[src/rtl/i2s_pkg.sv]
// Shared definitions for the I2S receiver.
//   - i2s_state_e : receiver framing state (hunt for alignment, waiting for left, waiting for pair)
//   - WS_LEFT / WS_RIGHT : word-select levels for each channel
//   - DEFAULT_DATA_W : default sample width per channel
package i2s_pkg;

  localparam int unsigned DEFAULT_DATA_W = 16;

  localparam logic WS_LEFT  = 1'b0;
  localparam logic WS_RIGHT = 1'b1;

  localparam logic [1:0] HUNT      = 2'd0;
  localparam logic [1:0] LEFT_PEND = 2'd1;
  localparam logic [1:0] PAIR_PEND = 2'd2;

  typedef enum logic [1:0] {
    StHunt     = HUNT,
    StLeftPend = LEFT_PEND,
    StPairPend = PAIR_PEND
  } i2s_state_e;

endpackage

[src/rtl/i2s_sync_edge.sv]
// N-stage synchronizer for the asynchronous I2S lines plus a BCLK rise-event pulse.
// Ports:
//   clk, reset        : system clock, synchronous active-high reset
//   bclk_i/ws_i/sd_i  : raw I2S pins
//   ws_o/sd_o         : synchronized word select and serial data
//   rise_o            : one-clk pulse when synchronized BCLK goes 0 -> 1
module i2s_sync_edge #(
  parameter int unsigned SYNC_STAGES = 2
) (
  input  logic clk,
  input  logic reset,
  input  logic bclk_i,
  input  logic ws_i,
  input  logic sd_i,
  output logic ws_o,
  output logic sd_o,
  output logic rise_o
);

  logic [SYNC_STAGES-1:0] bclk_q, ws_q, sd_q;
  logic                   bclk_hist_q;

  always_ff @(posedge clk) begin
    if (reset) begin
      bclk_q      <= '0;
      ws_q        <= '0;
      sd_q        <= '0;
      bclk_hist_q <= 1'b0;
    end else begin
      bclk_q      <= {bclk_q[SYNC_STAGES-2:0], bclk_i};
      ws_q        <= {ws_q[SYNC_STAGES-2:0], ws_i};
      sd_q        <= {sd_q[SYNC_STAGES-2:0], sd_i};
      bclk_hist_q <= bclk_q[SYNC_STAGES-1];
    end
  end

  assign ws_o   = ws_q[SYNC_STAGES-1];
  assign sd_o   = sd_q[SYNC_STAGES-1];
  assign rise_o = bclk_q[SYNC_STAGES-1] & ~bclk_hist_q;

endmodule

[src/rtl/i2s_rx.sv]
// Standard (Philips) I2S receiver: oversamples BCLK/WS/SD in the clk domain, deserializes
// MSB-first words and presents complete left/right pairs on a valid/ready port.
// Ports:
//   clk, reset                 : system clock, synchronous active-high reset
//   i2s_bclk, i2s_ws, i2s_sd   : I2S lines (BCLK is sampled as data, never used as a clock)
//   out_left, out_right        : presented sample pair
//   out_valid, out_ready       : pair handshake
//   short_word                 : sticky, a word carried fewer than DATA_W bits
//   overrun                    : sticky, a pair was dropped while the output was full
//   err_clr                    : clears both sticky flags (a same-cycle set wins)
module i2s_rx
  import i2s_pkg::*;
#(
  parameter int unsigned DATA_W      = DEFAULT_DATA_W,
  parameter int unsigned SYNC_STAGES = 2
) (
  input  logic              clk,
  input  logic              reset,
  input  logic              i2s_bclk,
  input  logic              i2s_ws,
  input  logic              i2s_sd,
  output logic [DATA_W-1:0] out_left,
  output logic [DATA_W-1:0] out_right,
  output logic              out_valid,
  input  logic              out_ready,
  output logic              short_word,
  output logic              overrun,
  input  logic              err_clr
);

  localparam int unsigned       CNT_W    = $clog2(DATA_W + 1);
  localparam logic [CNT_W-1:0] FULL_CNT = CNT_W'(DATA_W);

  logic bclk_rise, ws_s, sd_s;

  i2s_sync_edge #(
    .SYNC_STAGES(SYNC_STAGES)
  ) u_sync (
    .clk   (clk),
    .reset (reset),
    .bclk_i(i2s_bclk),
    .ws_i  (i2s_ws),
    .sd_i  (i2s_sd),
    .ws_o  (ws_s),
    .sd_o  (sd_s),
    .rise_o(bclk_rise)
  );

  // Captured bit from the last rise event; processed the following cycle.
  logic samp_v_q, samp_ws_q, samp_sd_q;
  logic ws_d_q, ws_d_d;
  logic [DATA_W-1:0] shift_q, shift_d, shift_in, word;
  logic [CNT_W-1:0]  cnt_q, cnt_d, cnt_in;
  logic              boundary;

  i2s_state_e state_q, state_d;
  logic       store_left, pair_done, word_short;

  logic [DATA_W-1:0] left_hold_q, left_hold_d;
  logic [DATA_W-1:0] out_left_q, out_left_d, out_right_q, out_right_d;
  logic              out_valid_q, out_valid_d;
  logic              short_q, short_d, overrun_q, overrun_d;
  logic              load, drop;

  // Deserializer: the boundary bit is the LSB of the outgoing word, so it is shifted in
  // before the word is finalized.
  always_comb begin
    boundary = samp_v_q && (samp_ws_q != ws_d_q);
    if (cnt_q < FULL_CNT) begin
      shift_in = {shift_q[DATA_W-2:0], samp_sd_q};
      cnt_in   = cnt_q + CNT_W'(1);
    end else begin
      shift_in = shift_q;
      cnt_in   = cnt_q;
    end
    // Short words are left-aligned with zero LSBs.
    word = (cnt_in < FULL_CNT) ? (shift_in << (FULL_CNT - cnt_in)) : shift_in;

    ws_d_d  = ws_d_q;
    shift_d = shift_q;
    cnt_d   = cnt_q;
    if (samp_v_q) begin
      ws_d_d = samp_ws_q;
      if (boundary) begin
        shift_d = '0;
        cnt_d   = '0;
      end else begin
        shift_d = shift_in;
        cnt_d   = cnt_in;
      end
    end
  end

  // FSM: state register
  always_ff @(posedge clk) begin
    if (reset) begin
      state_q <= StHunt;
    end else begin
      state_q <= state_d;
    end
  end

  // FSM: next state
  always_comb begin
    state_d = state_q;
    unique case (state_q)
      StHunt:     if (boundary && (samp_ws_q == WS_LEFT)) state_d = StLeftPend;
      StLeftPend: if (store_left) state_d = StPairPend;
      StPairPend: if (pair_done) state_d = StLeftPend;
      default:    state_d = StHunt;
    endcase
  end

  // FSM: outputs. The word finalized in hunt is a partial and is neither kept nor flagged.
  always_comb begin
    store_left = 1'b0;
    pair_done  = 1'b0;
    unique case (state_q)
      StLeftPend: store_left = boundary && (ws_d_q == WS_LEFT);
      StPairPend: pair_done  = boundary && (ws_d_q == WS_RIGHT);
      default:    ;
    endcase
    word_short = boundary && (state_q != StHunt) && (cnt_in < FULL_CNT);
  end

  // Output register and sticky flags
  always_comb begin
    load = pair_done && (!out_valid_q || out_ready);
    drop = pair_done && out_valid_q && !out_ready;

    left_hold_d = store_left ? word : left_hold_q;
    out_left_d  = load ? left_hold_q : out_left_q;
    out_right_d = load ? word : out_right_q;

    if (load) begin
      out_valid_d = 1'b1;
    end else if (out_ready) begin
      out_valid_d = 1'b0;
    end else begin
      out_valid_d = out_valid_q;
    end

    short_d   = word_short ? 1'b1 : (err_clr ? 1'b0 : short_q);
    overrun_d = drop       ? 1'b1 : (err_clr ? 1'b0 : overrun_q);
  end

  always_ff @(posedge clk) begin
    if (reset) begin
      samp_v_q    <= 1'b0;
      samp_ws_q   <= 1'b0;
      samp_sd_q   <= 1'b0;
      ws_d_q      <= 1'b0;
      shift_q     <= '0;
      cnt_q       <= '0;
      left_hold_q <= '0;
      out_left_q  <= '0;
      out_right_q <= '0;
      out_valid_q <= 1'b0;
      short_q     <= 1'b0;
      overrun_q   <= 1'b0;
    end else begin
      samp_v_q <= bclk_rise;
      if (bclk_rise) begin
        samp_ws_q <= ws_s;
        samp_sd_q <= sd_s;
      end
      ws_d_q      <= ws_d_d;
      shift_q     <= shift_d;
      cnt_q       <= cnt_d;
      left_hold_q <= left_hold_d;
      out_left_q  <= out_left_d;
      out_right_q <= out_right_d;
      out_valid_q <= out_valid_d;
      short_q     <= short_d;
      overrun_q   <= overrun_d;
    end
  end

  assign out_left   = out_left_q;
  assign out_right  = out_right_q;
  assign out_valid  = out_valid_q;
  assign short_word = short_q;
  assign overrun    = overrun_q;

endmodule
[config.mk]
export PLATFORM = sky130hd
export DESIGN_NAME = i2s_rx
export DESIGN_NICKNAME = d
export VERILOG_FILES = /design/src/rtl/i2s_pkg.sv /design/src/rtl/i2s_sync_edge.sv /design/src/rtl/i2s_rx.sv
export SDC_FILE = /design/constraint.sdc
export NUM_CORES = 1
export LEC_CHECK = 0
export BUFFER_PORTS_ARGS = -buffer_cell sky130_fd_sc_hd__buf_2
export CAP_MARGIN = 10
export CORE_MARGIN = 2
export CORE_UTILIZATION = 38
export CTS_CLUSTER_SIZE = 40
export DETAILED_ROUTE_END_ITERATION = 16
export PLACE_DENSITY_LB_ADDON = 0.15
export SLEW_MARGIN = 20
export SYNTH_ARGS = -nofsm -noshare
export SYNTH_HDL_FRONTEND = slang
export SYNTH_HIERARCHICAL = 1
export SYNTH_SLANG_ARGS = --single-unit
[constraint.sdc]
create_clock -name clk -period 6.35 [get_ports clk]
set_input_delay 0.3175 -clock clk [delete_from_list [all_inputs] [get_ports clk]]
set_output_delay 0.3175 -clock clk [all_outputs]
set_load 0.005 [all_outputs]
==> results of run 1 <==
==> how the worst min path moves through the flow <==
stage          depth (start not counted)  slack, ns            from                 end
2_1_floorplan                          1       0.39           reset  u_sync/bclk_hist_q
3_3_place_gp                           1       0.42  u_sync/sd_q[0]      u_sync/sd_q[1]
3_5_place_dp                           1       0.42  u_sync/sd_q[0]      u_sync/sd_q[1]
4_1_cts                                2       0.16          i2s_ws      u_sync/ws_q[0]
5_1_grt                                2       0.17        i2s_bclk    u_sync/bclk_q[0]
6_report                               2       0.18          i2s_ws      u_sync/ws_q[0]
==> worst max-delay path, delay by kind of cell, from the launching register on <==
family	cells	cell delay, ns
muxes	1	0.38
DFF	1	0.98
AOI/OAI and AO/OA	5	1.20
buffers and inverters	1	0.31
xor gates and xnor gates	1	0.15
and+or+nand+nor	1	0.23
==> cell type report <==
type / instances / area share (%)
Clock buffer: 10 / 4.64
Clock inverter: 6 / 1.24
Inverter: 7 / 0.532
Multi-Input combinational cell: 416 / 50.4
Sequential cell: 85 / 34.5
Tap cell: 143 / 3.62
Timing Repair Buffer: 47 / 5.07
==> where the power goes <==
part | internal [µW] | switching [µW] | leakage, µW
combinational | 16.3 | 32.4 | 0.000968
sequential | 536 | 1.50 | 0.000686
clock | 304 | 213 | 0.000143
total | 856 | 247 | 0.00180
==> cell usage in the layout (no fill, tap or decap), types with 10 or more instances in the layout <==
cell type and n:
nand2_1 68, nor2_1 96, a22oi_1 18, a21oi_1 55
mux2i_1 29, nor2b_1 18, buf_2 41, dfxtp_1 84
o21ai_0 15, a211oi_1 16, nor3_1 10
==> cells in the mapped netlist (all sizes together), types with 6 or more instances <==
| cell type | n | share of area [%] |
|---|---|---|
| o21ai | 18 | 2.1 |
| mux2i | 29 | 6.6 |
| nor2 | 96 | 8.2 |
| a211oi | 16 | 2.7 |
| nor3 | 11 | 1.3 |
| inv | 7 | 0.60 |
| nor2b | 19 | 2.7 |
| mux2 | 7 | 1.8 |
| nand2 | 69 | 6.0 |
| buf | 15 | 1.9 |
| nand2b | 7 | 1.0 |
| dfxtp | 85 | 39 |
| a311oi | 6 | 1.2 |
| a22oi | 18 | 3.1 |
| a21oi | 55 | 6.3 |
| clkbuf | 26 | 2.2 |
==> layer usage <==
layer  global-route usage, %  part of all wire [%]  vias to the layer above
met2                    27.3                    44                       93
met5                       0                     0                        -
met4                    7.24                   1.9                        0
met3                    4.25                   4.3                       14
met1                    26.0                    50                     1776
li1                        -                     -                     1986
==> flip-flops by register name, summed over array words and instances (netlist names) <==
| signal | count |
|---|---|
| left_hold_q | 16 |
| out_left | 16 |
| out_right | 16 |
| shift_q | 16 |
| cnt_q | 5 |
| state_q | 2 |
| u_sync/bclk_q | 2 |
| u_sync/sd_q | 2 |
| u_sync/ws_q | 2 |
| out_valid | 1 |
| overrun | 1 |
| samp_sd_q | 1 |
| samp_v_q | 1 |
| samp_ws_q | 1 |
| short_word | 1 |
| u_sync/bclk_hist_q | 1 |
| ws_d_q | 1 |
==> cells by family after synthesis <==
kind of cell	count (synthesis)
xor gates and xnor gates	6
and+or+nand+nor	221
AOI/OAI and AO/OA	147
DFF	85
muxes	40
adders and majority gates	2
buffers and inverters	48
==> through the flow <==
stage | cell area, µm² | cells | hold WS (ns)
global placement | 4640 | 698 | 0.418
floorplan | 4380 | 549 | 0.389
finish | 4940 | 714 | 0.177
global route | 4940 | 714 | 0.171
CTS | 4930 | 714 | 0.161
detailed placement | 4640 | 698 | 0.424
==> results.py, run 1 <==
metrics = {
    "status": {
        "status": "finished clean",
    },
    "critical_path": {
        "slowest_stage": "dfxtp_2",
        "endpoint_kind": "flop",
        "r2r_setup_slack_ns": 2.99,
        "critPathLaunch": "cnt_q[4]",
        "crit_path_end": "out_right[13]",
        "cp.arrival_ns": 3.61,
        "start_kind": "flop",
        "path_max_fanout": 49,
        "worstSetupPathType": "reg2reg",
        "required_ns": 6.60,
        "r2r_start": "cnt_q[4]",
        "r2r_end": "out_right[13]",
        "max_stage_delay_ns": 0.98,
        "path_cells": "nand2b_1 -> a21oi_1 -> a221oi_2 -> xnor2_2 -> buf_4 -> mux2i_1 -> a221oi_1 -> a2111o_1 -> a311oi_1",
        "reg2reg_depth": 9,
    },
    "floorplan": {
        "die_w_um": 111,
        "start_util_pct": 38.7,
        "core-area_um2": 11300,
        "core.rowCount": 39,
        "die_height_um": 111,
        "die-area_um2": 12400,
        "pin_count": 42,
    },
    "sta": {
        "slew_headroom_pct": 34.3,
        "maxSlewViolCount": 0,
        "hold_viol": 0,
        "fmax_mhz": 298,
        "layout_min_cycle_time_ns": 3.36,
        "tns_ns": 0,
        "worst_slew_pin_slew_ns": 0.986,
        "setup_viol": 0,
        "period_share_pct": 52.9,
        "setup_slack_ns": 2.99,
        "clock_skew_ns": 0.00674,
        "rsz0062_at_grt": "false",
    },
    "finish": {
        "utilization_pct": 43.6,
        "fill_cells": 1174,
        "nNetsFinal": 575,
        "multiInputGateArea_um2": 2490,
        "seqCellArea_um2": 1700,
        "synthToLayoutAreaGrowth_pct": 12.6,
        "drive_gt1_share_pct": 14.9,
        "insertedDiodeCount": 0,
    },
    "route": {
        "antenna_left": 0,
        "drtPass1Iterations": 5,
        "drc_errors": 0,
        "totalWireLength_um": 11100,
        "vias_per_cell": 5.42,
        "drtIter0Drc": 265,
        "wl_per_cell_um": 15.6,
        "via_count": 3869,
    },
    "pwr": {
        "vdd_drop_max_v": 0.000157,
        "p_total_uw": 1100,
        "cellLeakagePower_uw": 0.00180,
        "p_per_area_nw_per_um2": 223,
    },
    "logic_synthesis": {
        "synth_cell_type_count": 54,
        "synth-edff-count": 0,
        "async_flop_share_pct": 0,
        "synth_area_um2": 4380,
        "synth_xor_area_share_pct": 1.54,
        "synthAdderAreaFrac_pct": 0.571,
        "synth_warnings": 6,
        "synth_top_family_by_area": "simple AND/OR/NAND/NOR gates",
        "synth_ff_type": "dfxtp_1",
        "yosysSeqAreaShare_pct": 38.8,
        "synth_compound_area_share_pct": 21.8,
        "syn_inst": 549,
        "yosys.area_share.simple_pct": 22.0,
        "synth.net_count": 558,
        "syn_area_per_cell_um2": 7.98,
        "synthMuxAreaShare_pct": 10.6,
        "synth-seq-cells": 85,
    },
    "clock_tree": {
        "ctsResizeCount": 0,
        "clkSlewWorstSetupHoldPaths_ns": 0.06,
        "cts_buffers": 9,
        "clock-sinks": 85,
        "clock_path_buffers": 2,
        "clock_latency_ns": 0.35,
        "ctsHtreeMaxLevel": 3,
        "postCtsHoldBufs": 0,
        "clockRootBuffer": "clkbuf_16",
        "tritoncts": "built",
        "post_cts_buffers": 0,
    },
    "global_routing": {
        "grt_max_degree": 86,
        "grt_usage_pct": 18.4,
        "grt_antenna_before_repair": 0,
        "grt_pass1_vias": 3449,
        "grt_pass1_wl_um": 18400,
        "grt-ovfl-total": 0,
    },
    "placement": {
        "place_congestion": 0.850,
        "dp_hpwl_um": 7830,
        "io_buffers": 41,
        "place_ws_ns": 2.95,
    },
    "job": {
        "maxCapViolCount": 0,
    },
    "min_path": {
        "min_path_type": "in2reg",
    },
}
Note: power is estimated with default switching activity, not from simulation.
==> inputs of run 2 (changes only) <==
==> constraint.sdc (replaced) <==
create_clock -name clk -period 2.89 [get_ports clk]
set_input_delay 0.1445 -clock clk [delete_from_list [all_inputs] [get_ports clk]]
set_output_delay 0.1445 -clock clk [all_outputs]
set_load 0.005 [all_outputs]
==> run 2 against run 1 <==
Via count grew 3.2%. Power grew 120%. Global-route usage grew 0.37 points. Sequential share of layout area shrank 1.3 points. Maximum frequency grew 24%. Worst setup slack lost 2.8 ns. Largest cell class unchanged. Cell count grew 2.9%. Non-clock buffer count grew 21. Core utilization grew 1.7 points. Die area is the same.
==> results.py, run 2 (synthesis gave the netlist of run 1 again) <==
metrics = {
    "floorplan": {
        "die_height_um": 111,
        "die-area_um2": 12400,
        "core-area_um2": 11300,
        "core.rowCount": 39,
        "pin_count": 42,
        "die_w_um": 111,
        "start_util_pct": 38.7,
    },
    "global_routing": {
        "grt-ovfl-total": 0,
        "met1_usage_pct": 25.2,
        "use_met2_pct": 29.5,
        "grt_max_degree": 41,
        "grt.busiest_layer": "met2",
        "gr-usage-met3_pct": 4.84,
        "grt_usage_pct": 18.8,
        "grt_pass1_vias": 3720,
        "grt_pass1_wl_um": 18900,
        "grt_antenna_before_repair": 0,
    },
    "finish": {
        "drive_gt1_share_pct": 18.1,
        "synthToLayoutAreaGrowth_pct": 17.1,
        "final_cell_mix": "nor2_1, dfxtp_1, nand2_1",
        "final_cells": 735,
        "layout_commonest_cell": "nor2_1",
        "insertedDiodeCount": 0,
        "nNetsFinal": 596,
        "utilization_pct": 45.3,
    },
    "route": {
        "antenna_left": 0,
        "via_count": 3994,
        "vias_per_cell": 5.43,
        "drtPass1Iterations": 4,
        "drtIter0Drc": 248,
        "wl_per_cell_um": 15.6,
        "drc_errors": 0,
        "totalWireLength_um": 11400,
    },
    "placement": {
        "io_buffers": 41,
        "place_congestion": 0.879,
        "dp_cells": 716,
        "dp_hpwl_um": 8340,
        "place_ws_ns": 0.0824,
    },
    "pwr": {
        "p_switching_uw": 542,
        "p_seq_share_pct": 48.5,
        "power.share.clock_pct": 46.5,
        "switching_share_pct": 22.3,
        "intPower_uw": 1890,
        "vdd_drop_max_v": 0.000358,
        "p_comb_share_pct": 5.0,
        "p_per_area_nw_per_um2": 474,
        "cellLeakagePower_uw": 0.00190,
    },
    "critical_path": {
        "worstSetupPathType": "reg2reg",
        "path_max_fanout": 10,
        "max_stage_delay_ns": 0.43,
        "slowest_stage": "a2111o_1",
        "cp.arrival_ns": 2.96,
        "r2r_setup_slack_ns": 0.18,
        "start_kind": "flop",
        "required_ns": 3.14,
        "endpoint_kind": "flop",
        "path_cells": "ha_1 -> buf_4 -> a221oi_2 -> xnor2_4 -> mux2i_2 -> a221oi_1 -> a2111o_1 -> a311oi_1",
    },
    "sta": {
        "period_share_pct": 93.7,
        "layout_min_cycle_time_ns": 2.71,
        "maxSlewViolCount": 0,
        "worst_slew_pin_slew_ns": 0.620,
        "slew_headroom_pct": 58.3,
        "tns_ns": 0,
        "setup_slack_ns": 0.182,
        "fmax_mhz": 369,
        "setup_viol": 0,
        "hold_viol": 0,
        "clock_skew_ns": 0.00819,
    },
    "clock_tree": {
        "clock-sinks": 85,
        "cts_buffers": 9,
        "clock_latency_ns": 0.35,
        "clkSlewWorstSetupHoldPaths_ns": 0.06,
        "clock_path_buffers": 2,
        "post_cts_buffers": 0,
        "tritoncts": "built",
        "clockRootBuffer": "clkbuf_16",
        "ctsHtreeMaxLevel": 3,
    },
    "status": {
        "status": "finished clean",
    },
    "min_path": {
        "min_path_type": "in2reg",
    },
    "job": {
        "maxCapViolCount": 0,
    },
}
-- run 2: cell type report --
type / instances / area [µm²]
clock buffers: 10 / 229
clock inverters: 6 / 62.6
fillers: 1160 / 6190
inverters: 7 / 26.3
multi-input cells: 416 / 2510
flip-flops and latches: 85 / 1700
well taps: 143 / 179
repair buffers: 68 / 419
-- run 2: final timing paths --
check / from / endpoint / cells after the start
worst min register to register: u_sync/ws_q[0] / u_sync/ws_q[1] / 1
worst max register to register: cnt_q[0] / left_hold_q[13] / 8
worst min-delay path: err_clr / overrun / 4
worst max-delay path: cnt_q[0] / left_hold_q[13] / 8
-- run 2: power groups by stage --
stage / Clock, µW / Combinational (µW) / Sequential, µW
6_report: 1130 / 121 / 1180
5_1_grt: 1220 / 133 / 1180
4_1_cts: 1180 / 117 / 1180
3_5_place_dp: 0 / 114 / 1210
3_3_place_gp: 0 / 114 / 1210
2_1_floorplan: 0 / 84.0 / 1210
-- run 2: metrics by stage --
stage / total power (µW) / instance area [µm²] / hold slack (ns)
finish: 2440 / 5130 / 0.127
global route: 2540 / 5130 / 0.141
CTS: 2470 / 5100 / 0.104
detailed placement: 1320 / 4770 / 0.361
global placement: 1320 / 4770 / 0.353
floorplan: 1290 / 4380 / 0.216
-- run 2: critical path, delay by kind of cell, from the launching register on --
family / cells / cell delay (ns)
fa+ha+maj: 1 / 0.30
compound gates: 4 / 1.25
xor+xnor: 1 / 0.25
mux: 1 / 0.35
flops: 1 / 0.31
buf+inv: 1 / 0.16
-- run 2: timing repair --
| action | CTS | global route |
|---|---|---|
| setup endpoints to repair | 0 | 21 |
| hold buffers | 3 | 0 |
| hold endpoints to repair | 3 | 0 |
| gates resized for setup | 0 | 7 |
-- run 2: routing by layer --
layer / routed length [µm] / vias to the layer above
met1: 5520 / 1862
li1: - / 2018
met2: 5240 / 92
met5: 0 / -
met3: 425 / 22
met4: 256 / 0
